--- src/rtl/mem_port_arbiter.sv ---
// mem_port_arbiter
//
// Shares one single-ported memory between the instruction-fetch requester
// and the load/store requester of the multicycle core. One access is in
// flight at a time. The winner is granted for the single ISSUE cycle, the
// arbiter waits MEM_LAT cycles for a read, and then pulses rvalid in DONE.
// A write skips the wait and is acknowledged with an rvalid pulse.
//
// Parameters:
//   ADDR_W   address width
//   DATA_W   data width
//   MEM_LAT  memory read latency in cycles (1 or more)
//
// Ports:
//   clk, rst          clock (rising edge), asynchronous active-high reset
//   if_req/if_addr    fetch request and address
//   if_gnt/if_rvalid  fetch accept pulse, fetch data valid pulse
//   if_rdata          fetch data, registered and held
//   d_req/d_we        data request, write (1) or read (0)
//   d_addr/d_wdata    data address and store data
//   d_gnt/d_rvalid    data accept pulse, load data valid or store ack pulse
//   d_rdata           load data, registered and held
//   mem_en/mem_we     memory access strobe and write enable
//   mem_addr          memory address, held from ISSUE until back in IDLE
//   mem_wdata         memory write data, held from ISSUE until back in IDLE
//   mem_rdata         memory read data
//   busy              high whenever the arbiter is not IDLE
//
// Build option:
//   ARB_ROUND_ROBIN_EN  when defined, conflicting requests alternate using
//                       a last-winner register. Otherwise data always wins.

module mem_port_arbiter #(
  parameter int ADDR_W  = 32,
  parameter int DATA_W  = 32,
  parameter int MEM_LAT = 2
) (
  input  logic              clk,
  input  logic              rst,
  input  logic              if_req,
  input  logic [ADDR_W-1:0] if_addr,
  output logic              if_gnt,
  output logic              if_rvalid,
  output logic [DATA_W-1:0] if_rdata,
  input  logic              d_req,
  input  logic              d_we,
  input  logic [ADDR_W-1:0] d_addr,
  input  logic [DATA_W-1:0] d_wdata,
  output logic              d_gnt,
  output logic              d_rvalid,
  output logic [DATA_W-1:0] d_rdata,
  output logic              mem_en,
  output logic              mem_we,
  output logic [ADDR_W-1:0] mem_addr,
  output logic [DATA_W-1:0] mem_wdata,
  input  logic [DATA_W-1:0] mem_rdata,
  output logic              busy
);

  localparam int CNT_W = $clog2(MEM_LAT + 1);

  typedef enum logic [1:0] {
    IDLE,
    ISSUE,
    WAIT,
    DONE
  } arbStateT;

  arbStateT         state;
  arbStateT         nextState;
  logic             winData;
  logic             weLatched;
  logic             pickData;
  logic [CNT_W-1:0] waitCnt;

  // Winner selection, evaluated only while IDLE. With round robin, a
  // conflict goes to whichever requester was not served last; lastWasData
  // resets to 0 so that data wins the first conflict after reset.
`ifdef ARB_ROUND_ROBIN_EN
  logic lastWasData;
  assign pickData = d_req && (!if_req || !lastWasData);
`else
  assign pickData = d_req;
`endif

  // State register.
  always_ff @(posedge clk or posedge rst) begin
    if (rst) begin
      state <= IDLE;
    end else begin
      state <= nextState;
    end
  end

  // Next-state and handshake outputs. Strobes are decoded from the state
  // so that an asynchronous reset clears them immediately.
  always_comb begin
    nextState = state;
    if_gnt    = 1'b0;
    d_gnt     = 1'b0;
    if_rvalid = 1'b0;
    d_rvalid  = 1'b0;
    mem_en    = 1'b0;
    mem_we    = 1'b0;
    case (state)
      IDLE: begin
        if (if_req || d_req) begin
          nextState = ISSUE;
        end
      end
      ISSUE: begin
        mem_en    = 1'b1;
        mem_we    = weLatched;
        d_gnt     = winData;
        if_gnt    = !winData;
        nextState = weLatched ? DONE : WAIT;
      end
      WAIT: begin
        if (waitCnt == '0) begin
          nextState = DONE;
        end
      end
      DONE: begin
        d_rvalid  = winData;
        if_rvalid = !winData;
        nextState = IDLE;
      end
      default: nextState = IDLE;
    endcase
  end

  assign busy = (state != IDLE);

  // Datapath registers. The access is latched when leaving IDLE and held
  // until the next access is latched. Fetches never write, so their write
  // data is latched as zero. The wait counter runs MEM_LAT-1 down to 0 and
  // read data is captured on the edge that ends the last WAIT cycle.
  always_ff @(posedge clk or posedge rst) begin
    if (rst) begin
      winData     <= 1'b0;
      weLatched   <= 1'b0;
      mem_addr    <= '0;
      mem_wdata   <= '0;
      waitCnt     <= '0;
      if_rdata    <= '0;
      d_rdata     <= '0;
`ifdef ARB_ROUND_ROBIN_EN
      lastWasData <= 1'b0;
`endif
    end else begin
      case (state)
        IDLE: begin
          if (if_req || d_req) begin
            winData   <= pickData;
            weLatched <= pickData && d_we;
            mem_addr  <= pickData ? d_addr : if_addr;
            mem_wdata <= pickData ? d_wdata : '0;
          end
        end
        ISSUE: begin
          waitCnt <= CNT_W'(MEM_LAT - 1);
`ifdef ARB_ROUND_ROBIN_EN
          lastWasData <= winData;
`endif
        end
        WAIT: begin
          if (waitCnt == '0) begin
            if (winData) begin
              d_rdata <= mem_rdata;
            end else begin
              if_rdata <= mem_rdata;
            end
          end else begin
            waitCnt <= waitCnt - 1'b1;
          end
        end
        default: begin
        end
      endcase
    end
  end

endmodule
--- config.mk ---
export PLATFORM = sky130hd
export DESIGN_NAME = mem_port_arbiter
export DESIGN_NICKNAME = d
export VERILOG_FILES = /design/src/rtl/mem_port_arbiter.sv
export SDC_FILE = /design/constraint.sdc
export NUM_CORES = 1
export LEC_CHECK = 0
export CORE_ASPECT_RATIO = 1.25
export CORE_MARGIN = 2
export CORE_UTILIZATION = 40
export DETAILED_ROUTE_END_ITERATION = 6
export GPL_ROUTABILITY_DRIVEN = 0
export PLACE_DENSITY = 0.79
export SLEW_MARGIN = 20
export SYNTH_ARGS = -nofsm -noshare
export SYNTH_HDL_FRONTEND = slang
export SYNTH_SLANG_ARGS = --single-unit
--- constraint.sdc ---
create_clock -name clk -period 4.7 [get_ports clk]
set_input_delay 0.47 -clock clk [delete_from_list [all_inputs] [get_ports clk]]
set_output_delay 0.47 -clock clk [all_outputs]
set_load 0.005 [all_outputs]
After elaboration in Yosys (flattened, before gate mapping)
Index checks and enable logic that the tools add are counted.
{ "classes": {"addsub": 1, "eq_ne": 6, "mux": 14, "bitwise_logic": 1, "n_reduce_logical": 12} }
{ "op_table": {"columns": ["cell", "count"], "rows": [
  ["32-bit 2-to-1 mux", 2],
  ["2-bit case mux with 4 select lines", 1],
  ["1-bit 2-to-1 mux", 7],
  ["2-bit 2-to-1 mux", 3],
  ["2-bit inequality test, second input constant", 3],
  ["2-bit AND reduction", 3],
  ["3-bit AND reduction", 2],
  ["2-bit equality test, second input constant", 2],
  ["2-bit zero test", 2],
  ["2-bit case mux with 2 select lines", 1],
  ["2-bit nonzero test", 2],
  ["2-bit by 1-bit equality test with 1-bit output, second input constant", 1],
  ["2-bit by 1-bit subtractor with 2-bit output, second input constant", 1],
  ["1-bit logical AND", 1],
  ["1-bit zero test", 1],
  ["1-bit logical OR", 1],
  ["1-bit NOT", 1]
]} }
{ "word_totals": {"reg_bits": 134, "input_bits": 133, "out_inout_bits": 135, "wordCells": 42} }

Logic depth before layout (Yosys ltp)
Gate-level depths: netlist of the first run.
{ "logic_depth": {"depth_word": 3, "mapped_depth": 7, "ltp_nobuf": 5} }

Worst setup path before layout of the first run
Ideal clock, no wire load.
{ "synth_path": {"kind": "register to output", "startpoint": "reg state[0]", "endpoint": "out busy", "t_arrival_ns": 1.199, "required_ns": 4.230, "slack_ns": 3.031, "path_stages_with_launch": 6, "n_path_buf": 2, "path_cell_list": "dfrtp_1 -> inv_1 -> ha_1 -> buf_2 -> clkbuf_1 -> inv_1"} }
{ "synth_between": {"elab_chain_len": 1} }
{ "synth_lines": {"columns": ["item", "line", "rtl"], "rows": [
  ["from (decl)", "69", "arbStateT state;"],
  ["from (signal assigned)", "91", "state <= nextState;"],
  ["2-bit nonzero test", "132", "assign busy = (state != IDLE);"],
  ["to (decl)", "57", "output logic busy"]
]} }
Every way passes these cells.

Worst setup path in the final report of the first run
Ends and elaborated chain as after synthesis.

==> flow_metrics.py, run 1 <==
metrics = {
    "outcome": {
        "outcome": "complete, no violations",
    },
    "logic_synthesis": {
        "synth.distinct_cells": 28,
        "synth_top_family_by_area": "multiplexers",
        "yosys.area_share.simple_pct": 11.2,
        "synth-compound-area-share_pct": 3.94,
        "synthDominantCellAreaShare_pct": 60.6,
        "xor_xnor_share_of_the_synthesized_area_pct": 0,
        "synthesis.instances": 458,
        "cell_area_after_synthesis_mm2": 0.00553,
        "post-synth-top-area-cell": "sky130_fd_sc_hd__dfrtp_1",
        "synth_seq_area_share_pct": 60.6,
        "synth.area.mux_share_pct": 19.2,
        "syn_nets": 597,
        "ys_ff_latch": 134,
        "synth_warnings": 0,
        "ys_top_cells_by_area": "sky130_fd_sc_hd__dfrtp_1 61%, sky130_fd_sc_hd__mux2_2 13%, sky130_fd_sc_hd__nand2_1 6.9%, sky130_fd_sc_hd__mux2i_1 6.0%, sky130_fd_sc_hd__nand3_1 3.0%",
        "syn_area_per_cell_um2": 12.1,
        "synth_adder_area_share_pct": 1.36,
    },
    "global_routing": {
        "overflow_left_after_global_routing": 0,
        "antenna_found_initial": 1,
        "pin_count_of_the_biggest_net_entering_global_routing": 110,
        "grt_util_all_layers_pct": 19.8,
        "number_of_global_route_vias_before_repair": 4583,
        "grt_first_pass_wirelength_um": 22400,
    },
    "routing": {
        "wl_met2_um": 7740,
        "postRouteAntennaNets": 0,
        "starting_drt_drc_count": 195,
        "wl_per_cell_um": 15.9,
        "total_routed_wirelength_um": 14400,
        "detail_route.vias_per_cell": 4.81,
        "remaining_drc_errors": 0,
        "met3_wirelength_um": 1010,
        "num_vias": 4374,
        "drt_pass1_iterations": 4,
        "wl_met1_um": 5320,
        "topRoutingLayerUsed": "met4",
    },
    "floorplan": {
        "design.die.area_mm2": 0.0148,
        "die_extent_in_y_um": 135,
        "fp.coreArea_mm2": 0.0137,
        "floorplan.die.width_um": 109,
        "initial_core_util_pct": 40.4,
        "placementRows": 48,
        "ios": 268,
    },
    "setup_path": {
        "crit_fanout": 37,
        "path_delay_family": "buffers and inverters",
        "critical-path-max-stage-delay_ps": 450,
        "worst_setup_path_startpoint": "state[0]",
        "crit_required_ps": 4230,
        "critical_path_end_type": "output port",
        "critical_path.n_buffers_inverters": 4,
        "cp_data_arrival_time_ps": 2140,
        "r2r-start": "state[0]",
        "critPathMostFrequentCell": "sky130_fd_sc_hd__inv_1",
        "worst_path_slowest_cell": "sky130_fd_sc_hd__clkdlybuf4s50_1",
        "crit_type": "reg -> out",
        "timing.critical_path.from_type": "register",
        "ordered_list_of_cells_on_the_worst_path": "inv_1 -> ha_1 -> buf_4 -> inv_1 -> clkdlybuf4s50_1",
        "r2r-end": "d_rdata[25]",
        "r2r.worst_path.cells": 4,
        "setup.reg_to_reg.worst_slack_ps": 2400,
        "critical_path.endpoint": "busy",
        "cp_num_cells": 5,
    },
    "power": {
        "total_leakage_power_nw": 3.97,
        "irDropWorstVdd_uv": 281,
        "power_density_mw_per_mm2": 638,
    },
    "cells_and_area": {
        "register_area_mm2": 0.00335,
        "final_layout_size_suffix_gt1_share_pct": 13.9,
        "num-nets-final": 859,
        "filler_cell_count": 1088,
        "areaGrowthSynthToFinish_pct": 60.7,
        "layout.cells.most_common_list": "266 x sky130_fd_sc_hd__clkdlybuf4s50_1, 134 x sky130_fd_sc_hd__dfrtp_1, 101 x sky130_fd_sc_hd__nand2_1",
        "layout_commonest_cell": "sky130_fd_sc_hd__clkdlybuf4s50_1",
        "footprint_of_the_multi_input_gates_mm2": 0.00198,
    },
    "clock_tree": {
        "cts.root.buffer_cell": "sky130_fd_sc_hd__clkbuf_16",
        "cts.htree.levels": 4,
        "max-clock-path-buffers": 2,
        "post-cts-setup-buffers": 0,
        "cts_buffers": 17,
        "cts_tree": "done",
        "worst_setup_hold_path_clk_slew_ps": 50,
        "clk_latency_ps": 400,
        "hold_buffers": 0,
        "clkSinkCount": 134,
        "post_cts_resized": 0,
    },
    "placed_design": {
        "preCtsSetupSlack_ps": 2010,
        "place_hpwl_um": 10800,
        "io_buffer_count": 267,
    },
    "job": {
        "timing.max_cap.violations": 0,
    },
    "timing": {
        "final-setup-viol-count": 0,
        "timing_hold_violations_final": 0,
        "fmaxAchievable_ghz": 0.383,
        "timing_worst_slew_pin_value_ps": 985,
        "drv_slew": 0,
        "setup_slack_ps": 2090,
        "grt_setup_unrepaired": "false",
        "worst_clock_skew_ps": 9.16,
        "max-slew-margin-rel_pct": 34.1,
        "period_needed_ps": 2610,
        "layout_worst_path_cycle_share_pct": 55.6,
        "fin_setup_tns_ps": 0,
    },
    "worst_hold_path": {
        "hold_depth": 2,
        "min_path_type": "reg -> reg",
    },
}
## cell families (layout without fill, tap and decap cells)
group	count (synthesis)	count (layout)
buf+inv	35	310
mux	98	98
compound gates	39	39
other cells	0	1
flops	134	134
simple gates	146	146
fa+ha+maj	6	6
## cell usage after synthesis
| library cell | n |
|---|---|
| sky130_fd_sc_hd__a211oi_1 | 1 |
| sky130_fd_sc_hd__a21boi_0 | 1 |
| sky130_fd_sc_hd__a21o_1 | 1 |
| sky130_fd_sc_hd__a221oi_1 | 1 |
| sky130_fd_sc_hd__a22o_1 | 1 |
| sky130_fd_sc_hd__a2bb2oi_1 | 1 |
| sky130_fd_sc_hd__and2_1 | 3 |
| sky130_fd_sc_hd__buf_1 | 1 |
| sky130_fd_sc_hd__buf_2 | 10 |
| sky130_fd_sc_hd__buf_4 | 4 |
| sky130_fd_sc_hd__buf_6 | 6 |
| sky130_fd_sc_hd__clkbuf_1 | 7 |
| sky130_fd_sc_hd__dfrtp_1 | 134 |
| sky130_fd_sc_hd__ha_1 | 6 |
| sky130_fd_sc_hd__inv_1 | 7 |
| sky130_fd_sc_hd__mux2_1 | 2 |
| sky130_fd_sc_hd__mux2_2 | 63 |
| sky130_fd_sc_hd__mux2i_1 | 33 |
| sky130_fd_sc_hd__nand2_1 | 101 |
| sky130_fd_sc_hd__nand2b_1 | 1 |
| sky130_fd_sc_hd__nand3_1 | 33 |
| sky130_fd_sc_hd__nand3_2 | 1 |
| sky130_fd_sc_hd__nand3b_2 | 1 |
| sky130_fd_sc_hd__nor2_1 | 3 |
| sky130_fd_sc_hd__nor2b_1 | 2 |
| sky130_fd_sc_hd__nor3_1 | 1 |
| sky130_fd_sc_hd__o21ai_0 | 32 |
| sky130_fd_sc_hd__o21ai_2 | 1 |
## worst min-delay path by stage
stage                              from             to  slack [ps]
after floorplan               weLatched      weLatched         430
after global placement        weLatched      weLatched         450
after detailed placement  mem_wdata[16]  mem_wdata[16]         450
after CTS                 mem_wdata[16]  mem_wdata[16]         470
after global routing       mem_wdata[0]   mem_wdata[0]         480
final                     mem_wdata[16]  mem_wdata[16]         470
## worst reg2reg max path, cell delays in order (launching register included)
cell and delay (ps):
sky130_fd_sc_hd__dfrtp_1 420, sky130_fd_sc_hd__inv_1 150, sky130_fd_sc_hd__ha_1 310, sky130_fd_sc_hd__nand3_2 700, sky130_fd_sc_hd__mux2_1 610
## metal layers
layer	global-route usage, %	vias up
met5	0	-
li1	-	2080
met4	8.37	0
met3	6.01	27
met2	35.6	180
met1	21.1	2087
## per-stage QoR
stage | util, % | total power, W | hold slack (ps) | instance area, um2 | std cells
3_3_place_gp | 60.5 | 0.00428 | 447 | 8280 | 876
3_5_place_dp | 60.5 | 0.00439 | 454 | 8280 | 876
5_1_grt | 64.9 | 0.00603 | 479 | 8890 | 909
4_1_cts | 64.9 | 0.00575 | 467 | 8890 | 908
2_1_floorplan | - | 0.00292 | 431 | 5530 | 458
6_report | 64.9 | 0.00567 | 466 | 8890 | 909
## where the power goes
part | switching [W] | total [W] | internal [W] | leakage (nW)
clock | 0.000497 | 0.00134 | 0.000843 | 0.285
sequential | 0.000305 | 0.00202 | 0.00171 | 1.62
combinational | 0.000853 | 0.00232 | 0.00146 | 2.06
## registers in the layout (all words and copies together), names as in the netlist
name / cells
waitCnt: 2
weLatched: 1
d_rdata: 32
state: 2
mem_addr: 32
if_rdata: 32
winData: 1
mem_wdata: 32
## layout make-up
class,instances,area share (%)
sequential,134,37.7
multi-input combinational,289,22.3
timing repair buffer,271,30.3
clock buffer,19,4.87
antenna,1,0.0282
clock inverter,13,1.91
tap,175,2.46
inverter,7,0.352
Power figures use the tool's default switching activity.
==> inputs of run 2 (changes only) <==
--- a/config.mk
+++ b/config.mk
@@ -7,10 +7,10 @@
 export LEC_CHECK = 0
 export CORE_ASPECT_RATIO = 1.25
 export CORE_MARGIN = 2
-export CORE_UTILIZATION = 40
+export CORE_UTILIZATION = 37
 export DETAILED_ROUTE_END_ITERATION = 6
 export GPL_ROUTABILITY_DRIVEN = 0
-export PLACE_DENSITY = 0.79
+export PLACE_DENSITY = 0.77
 export SLEW_MARGIN = 20
 export SYNTH_ARGS = -nofsm -noshare
 export SYNTH_HDL_FRONTEND = slang
==> constraint.sdc (replaced) <==
create_clock -name clk -period 2.35 [get_ports clk]
set_input_delay 0.235 -clock clk [delete_from_list [all_inputs] [get_ports clk]]
set_output_delay 0.235 -clock clk [all_outputs]
set_load 0.005 [all_outputs]
==> flow_metrics.py, run 2 (synthesized netlist as in run 1, its figures left out) <==
metrics = {
    "outcome": {
        "outcome": "complete, no violations",
    },
    "setup_path": {
        "r2r-start": "state[0]",
        "crit_type": "reg -> out",
        "critical-path-max-stage-delay_ps": 470,
        "critical_path.n_buffers_inverters": 3,
        "critical_path.endpoint": "busy",
        "setup.reg_to_reg.worst_slack_ps": 510,
        "worst_setup_path_startpoint": "state[0]",
        "cp_data_arrival_time_ps": 1930,
        "worst_path_slowest_cell": "sky130_fd_sc_hd__clkdlybuf4s50_1",
        "r2r.worst_path.cells": 5,
        "timing.critical_path.from_type": "register",
        "critPathMostFrequentCell": "sky130_fd_sc_hd__inv_1",
        "critical_path_end_type": "output port",
        "r2r-end": "if_rdata[25]",
        "ordered_list_of_cells_on_the_worst_path": "inv_1 -> ha_1 -> inv_1 -> clkdlybuf4s50_1",
        "crit_fanout": 10,
        "path_delay_family": "buffers and inverters",
        "cp_num_cells": 4,
        "crit_required_ps": 2120,
    },
    "clock_tree": {
        "cts.root.buffer_cell": "sky130_fd_sc_hd__clkbuf_16",
        "cts_tree": "done",
        "post_cts_resized": 0,
        "cts_buffers": 17,
        "max-clock-path-buffers": 2,
        "clk_latency_ps": 410,
        "clkSinkCount": 134,
        "post-cts-setup-buffers": 0,
        "hold_buffers": 0,
        "worst_setup_hold_path_clk_slew_ps": 60,
        "cts.htree.levels": 4,
    },
    "cells_and_area": {
        "layout.cells.most_common_list": "266 x sky130_fd_sc_hd__clkdlybuf4s50_1, 134 x sky130_fd_sc_hd__dfrtp_1, 101 x sky130_fd_sc_hd__nand2_1",
        "num-nets-final": 865,
        "fin_area_mm2": 0.00904,
        "layout_commonest_cell": "sky130_fd_sc_hd__clkdlybuf4s50_1",
        "areaGrowthSynthToFinish_pct": 63.5,
        "antenna_cells": 0,
        "finalNonFillerCells": 917,
        "final_layout_size_suffix_gt1_share_pct": 14.7,
    },
    "routing": {
        "total_routed_wirelength_um": 15000,
        "wl_per_cell_um": 16.3,
        "drt_pass1_iterations": 4,
        "starting_drt_drc_count": 223,
        "detail_route.vias_per_cell": 4.80,
        "num_vias": 4406,
        "remaining_drc_errors": 0,
        "postRouteAntennaNets": 0,
    },
    "floorplan": {
        "floorplan.die.width_um": 113,
        "fp.coreArea_mm2": 0.0145,
        "ios": 268,
        "placementRows": 49,
        "die_extent_in_y_um": 141,
        "design.die.area_mm2": 0.0160,
        "initial_core_util_pct": 38.1,
    },
    "placed_design": {
        "preCtsSetupSlack_ps": 509,
        "place_hpwl_um": 11400,
        "placed_cells_incl_taps": 885,
        "post_dp_cell_area_mm2": 0.00835,
        "io_buffer_count": 267,
    },
    "power": {
        "irDropWorstVdd_uv": 703,
        "power_density_mw_per_mm2": 1310,
        "report.power.total_w": 0.0118,
        "total_leakage_power_nw": 4.05,
    },
    "worst_hold_path": {
        "hp-start": "d_req",
        "min_path_type": "in -> reg",
    },
    "timing": {
        "fin_setup_tns_ps": 0,
        "setup_slack_ps": 187,
        "drv_slew": 0,
        "worst_clock_skew_ps": 11.5,
        "timing_worst_slew_pin_value_ps": 669,
        "fmaxAchievable_ghz": 0.462,
        "timing_hold_violations_final": 0,
        "period_needed_ps": 2160,
        "grt_setup_unrepaired": "false",
        "max-slew-margin-rel_pct": 55.4,
        "layout_worst_path_cycle_share_pct": 92.1,
        "final-setup-viol-count": 0,
    },
    "global_routing": {
        "grt_first_pass_wirelength_um": 24400,
        "number_of_global_route_vias_before_repair": 4839,
        "pin_count_of_the_biggest_net_entering_global_routing": 84,
        "overflow_left_after_global_routing": 0,
        "antenna_found_initial": 0,
        "grt_util_all_layers_pct": 19.5,
    },
    "job": {
        "timing.max_cap.violations": 0,
    },
}
[run 2: cell types whose count changed in the layout (fill, tap and decap cells not counted), moves of 3 or more]
cell	previous run	this run
sky130_fd_sc_hd__clkbuf_8	0	4
sky130_fd_sc_hd__buf_4	4	10
sky130_fd_sc_hd__inv_6	6	1
sky130_fd_sc_hd__bufinv_16	3	6
[run 2: per-layer routing]
layer | up-vias | routed length [um] | track usage, %
met1 | 2111 | 5620 | 20.9
met2 | 191 | 7840 | 34.6
met4 | 0 | 308 | 7.32
met3 | 22 | 1220 | 7.74
met5 | - | 0 | 0
li1 | 2082 | - | -
[run 2: how the worst min path moves through the flow]
stage,to,slack [ps],cells past startpoint
2_1_floorplan,d_rdata[25],370,1
3_3_place_gp,weLatched,450,2
3_5_place_dp,mem_wdata[23],460,2
4_1_cts,winData,180,3
5_1_grt,winData,200,3
6_report,winData,200,3
[run 2: power by group]
part           internal, W  switching [W]
Clock              0.00211       0.000970
Combinational      0.00295        0.00173
Sequential         0.00343       0.000609
[run 2: final cells by class]
cell class | instances | area, um2
clock buffers | 22 | 484
clock inverters | 10 | 214
fillers | 1165 | 5490
inverters | 7 | 30.0
multi-input cells | 289 | 1980
flip-flops and latches | 134 | 3350
well taps | 178 | 223
repair buffers | 277 | 2760
[run 2: worst min-delay path, delay by kind of cell]
| family | cells | cell delay (ps) |
|---|---|---|
| simple gates | 2 | 140 |
| buf+inv | 1 | 190 |
[run 2: per-stage QoR]
| stage | util, % | hold WS [ps] |
|---|---|---|
| detailed placement | 57.4 | 457 |
| floorplan | - | 367 |
| global placement | 57.4 | 449 |
| global route | 62.2 | 203 |
| CTS | 62.2 | 177 |
| finish | 62.2 | 202 |
==> RTL edit 1 (config.mk and constraints of run 2) <==
Re-encode `arbStateT` (4 states) as one-hot, 4 bits wide.
--- a/src/rtl/mem_port_arbiter.sv
+++ b/src/rtl/mem_port_arbiter.sv
@@ -59,11 +59,11 @@
 
   localparam int CNT_W = $clog2(MEM_LAT + 1);
 
-  typedef enum logic [1:0] {
-    IDLE,
-    ISSUE,
-    WAIT,
-    DONE
+  typedef enum logic [3:0] {
+    IDLE  = 4'b0001,
+    ISSUE = 4'b0010,
+    WAIT  = 4'b0100,
+    DONE  = 4'b1000
   } arbStateT;
 
   arbStateT         state;
Check against the original RTL: no difference found for any inputs over 4 cycles, from zero or initial values and one cycle with rst high; so few cycles prove little.
==> RTL edit 1 against run 2 <==
Synthesized cell count fell by 12%; power fell by 5.1%; wire length rose by 2.5%; design area rose by 0.64%; worst setup slack got worse by 0.091 ns; sequential cell count rose by 2; die area rose by 2.1%; area after synthesis rose by 2.1%; highest routed layer is now met5; critical path type unchanged.
==> RTL edit 1: results <==
{
  "cp_max_fo": 9,
  "fin_util_pct": 60.9,
  "hold_path_class": "input pin to async pin",
  "critPathMaxStageDelay_ns": 0.62,
  "muxShareOfSynthArea_pct": 20.6,
  "critPathTopFamily": "flip-flops",
  "status": "finished clean",
  "clock_buffers": 19,
  "fill_cells": 1167,
  "highest_layer": "met5",
  "hpwl_microns": 11300,
  "grt_pass1_vias": 4735,
  "synth-compound-area-share_pct": 11.7,
  "drt_iter0_markers": 167,
  "dr_wl_met2_microns": 7780,
  "yosys-top-cells-count": "dfrtp_1, o21ai_0, a22o_1, mux2i_1, mux2_2",
  "comb_power_share_pct": 40.6,
  "max-slew-margin-rel_pct": 58.0,
  "crit_arrival_ns": 2.02,
  "finalNonFillerCells": 863,
  "grt_use_met1_pct": 22.6,
  "inv_count": 5,
  "m1WireLength_microns": 6300,
  "p_switching_mw": 3.33,
  "nets": 802,
  "clock-sinks": 136
}
-- RTL edit 1: changes by cell type after synthesis, moves of 3 or more --
cell | run 2 | this run
nand2_1 | 101 | 3
o21ai_0 | 32 | 68
a22o_1 | 1 | 34
nand3_1 | 33 | 0
mux2_2 | 63 | 32
mux2_4 | 0 | 30
clkbuf_1 | 7 | 17
buf_2 | 10 | 5
ha_1 | 6 | 1
buf_4 | 4 | 0
buf_12 | 0 | 3
-- RTL edit 1: worst paths after layout --
kind                              startpoint  slack (ns)           end  depth (start not counted)
worst min-delay path                     rst        0.21  if_rdata[17]                          2
min in group clk                       d_req        0.34  mem_addr[10]                          4
worst min register to register  if_rdata[19]        0.50  if_rdata[19]                          1
worst max-delay path                state[0]         0.1          busy                          3
worst max register to register    waitCnt[0]        0.32  if_rdata[21]                          6
max in group asynchronous                rst        1.51  mem_addr[22]                          3
-- RTL edit 1: repair_timing --
action                     4_1_cts  5_1_grt
cloned                           0        0
resized for setup                3        2
setup endpoints to repair        6        3
==> RTL edit 2 (config.mk and constraints of run 2) <==
Made on the original files. The parameter `MEM_LAT` goes from 2 to 4.
--- a/src/rtl/mem_port_arbiter.sv
+++ b/src/rtl/mem_port_arbiter.sv
@@ -33,7 +33,7 @@
 module mem_port_arbiter #(
   parameter int ADDR_W  = 32,
   parameter int DATA_W  = 32,
-  parameter int MEM_LAT = 2
+  parameter int MEM_LAT = 4
 ) (
   input  logic              clk,
   input  logic              rst,
Behaviour: not the same (Yosys sat finds a counterexample within 10 cycles, from zero or initial values and one cycle with rst high).
==> RTL edit 2 against run 2 <==
Global-route usage fell by 1.2 points; combinational power fell by 0.9%; wire length fell by 0.89%; power fell by 2.7%; first-iteration DRC count rose by 24%; area after synthesis rose by 2.7%; via count rose by 0.86%; clock skew fell by 0.0023 ns; worst setup slack got worse by 0.043 ns; sequential share of layout area barely moved; sequential cell count rose by 1; design area rose by 0.62%; largest power group unchanged.
==> RTL edit 2: results <==
{
  "cts_buffer_depth": 2,
  "maxCapViolCount": 0,
  "m1WireLength_microns": 5790,
  "worst_pin_slew_ns": 0.820,
  "cts_root_buffer": "clkbuf_16",
  "hpwl_microns": 11000,
  "clk_latency_ns": 0.41,
  "grt_start_max_net_pins": 97,
  "yosys-top-cells-count": "dfrtp_1, nand2_1, mux2_2, nand3_1, o21ai_0",
  "drt_first_pass_iters": 4,
  "tritoncts.num_buffers": 17,
  "comb-power_mw": 4.65,
  "vias_per_cell": 4.81,
  "critPathMaxStageDelay_ns": 0.57,
  "critPathTopFamily": "buffers and inverters",
  "track_usage_pct": 18.4,
  "finalHoldViolations": 0,
  "intPower_mw": 8.19,
  "r2r_cells": 7,
  "wl_microns": 14900,
  "io_buffers": 267,
  "pg_clk_mw": 2.76,
  "postPlaceCellArea_sq_um": 8470,
  "grt_pass1_wl_microns": 23400,
  "grt_use_met3_pct": 5.92,
  "synthArstFlopShare_pct": 100,
  "wl_met3_microns": 1080,
  "highest_layer": "met5",
  "synth_area_leaders": "dfrtp_1, mux2_4, mux2_2, nand2_1, mux2i_1",
  "grt_use_met1_pct": 20.5,
  "p_per_area_nw_per_um2": 1260,
  "finalNonFillerCells": 923,
  "skew_ns": 0.00928,
  "synthCells": 463,
  "nets": 868,
  "dr_wl_met2_microns": 7730,
  "htree_levels": 4,
  "hold_path_class": "input pin to async pin",
  "n_antenna_cell": 0,
  "seq_area_frac_synth_pct": 59.5,
  "crit_arrival_ns": 1.97,
  "drt_iter0_markers": 276,
  "ys_types": 26,
  "critPathSlowestCell": "clkdlybuf4s50_1",
  "grt_pass1_vias": 4714,
  "setup_violations": 0,
  "p_leak_nw": 4.17,
  "drive_gt1_share_pct": 14.8,
  "ir_drop_mv": 0.467,
  "yosysWarnings": 0,
  "cp_max_fo": 5,
  "cts_setup_buffers": 0,
  "cts_resized": 0,
  "syn-num-nets": 603,
  "antenna_found_initial": 0,
  "status": "finished clean",
  "placed_cells": 891,
  "grt_use_met2_pct": 32.6,
  "clk_pin_slew_ns": 0.06
}
-- RTL edit 2: cell count changes in the layout (fill, tap and decap cells not counted), sizes merged, moves of 2 or more --
cell / before / now
a22oi: 0 / 2
buf: 11 / 9
bufinv: 6 / 3
clkbuf: 22 / 20
inv: 7 / 10
nand2: 101 / 103
o21ai: 33 / 35
-- RTL edit 2: cell families (layout without fill, tap and decap cells) --
| group | Yosys count | count (layout) | synth area share (%) |
|---|---|---|---|
| AOI/OAI and AO/OA | 40 | 40 | 3.81 |
| muxes | 97 | 97 | 20.5 |
| DFF | 135 | 135 | 59.5 |
| and+or+nand+nor | 148 | 148 | 10.9 |
| buffers and inverters | 36 | 314 | 3.72 |
| adders and majority gates | 7 | 7 | 1.54 |
-- RTL edit 2: area by class of cell --
| class | instances | area [sq um] |
|---|---|---|
| tap | 182 | 228 |
| fill | 1224 | 5910 |
| clock inverter | 12 | 165 |
| clock buffer | 20 | 457 |
| multi-input combinational | 292 | 2100 |
| sequential | 135 | 3380 |
| timing repair buffer | 275 | 2740 |
| inverter | 7 | 30.0 |
-- RTL edit 2: per-stage QoR --
step / setup WS (ns) / hold slack [ns]
CTS: 0.0424 / 0.281
floorplan: 0.436 / 0.380
global route: 0.0710 / 0.323
finish: 0.144 / 0.293
detailed placement: 0.195 / 0.455
global placement: 0.365 / 0.450
-- RTL edit 2: path summary, 6_finish.rpt --
path | start | slack, ns | end
worst max-delay path | state[1] | 0.14 | mem_we
worst min-delay path | rst | 0.29 | mem_wdata[19]
worst max register to register | waitCnt[0] | 0.29 | if_rdata[29]
worst min register to register | weLatched | 0.46 | weLatched
max in group asynchronous | rst | 1.57 | if_rdata[8]
min in group clk | d_req | 0.30 | mem_addr[27]
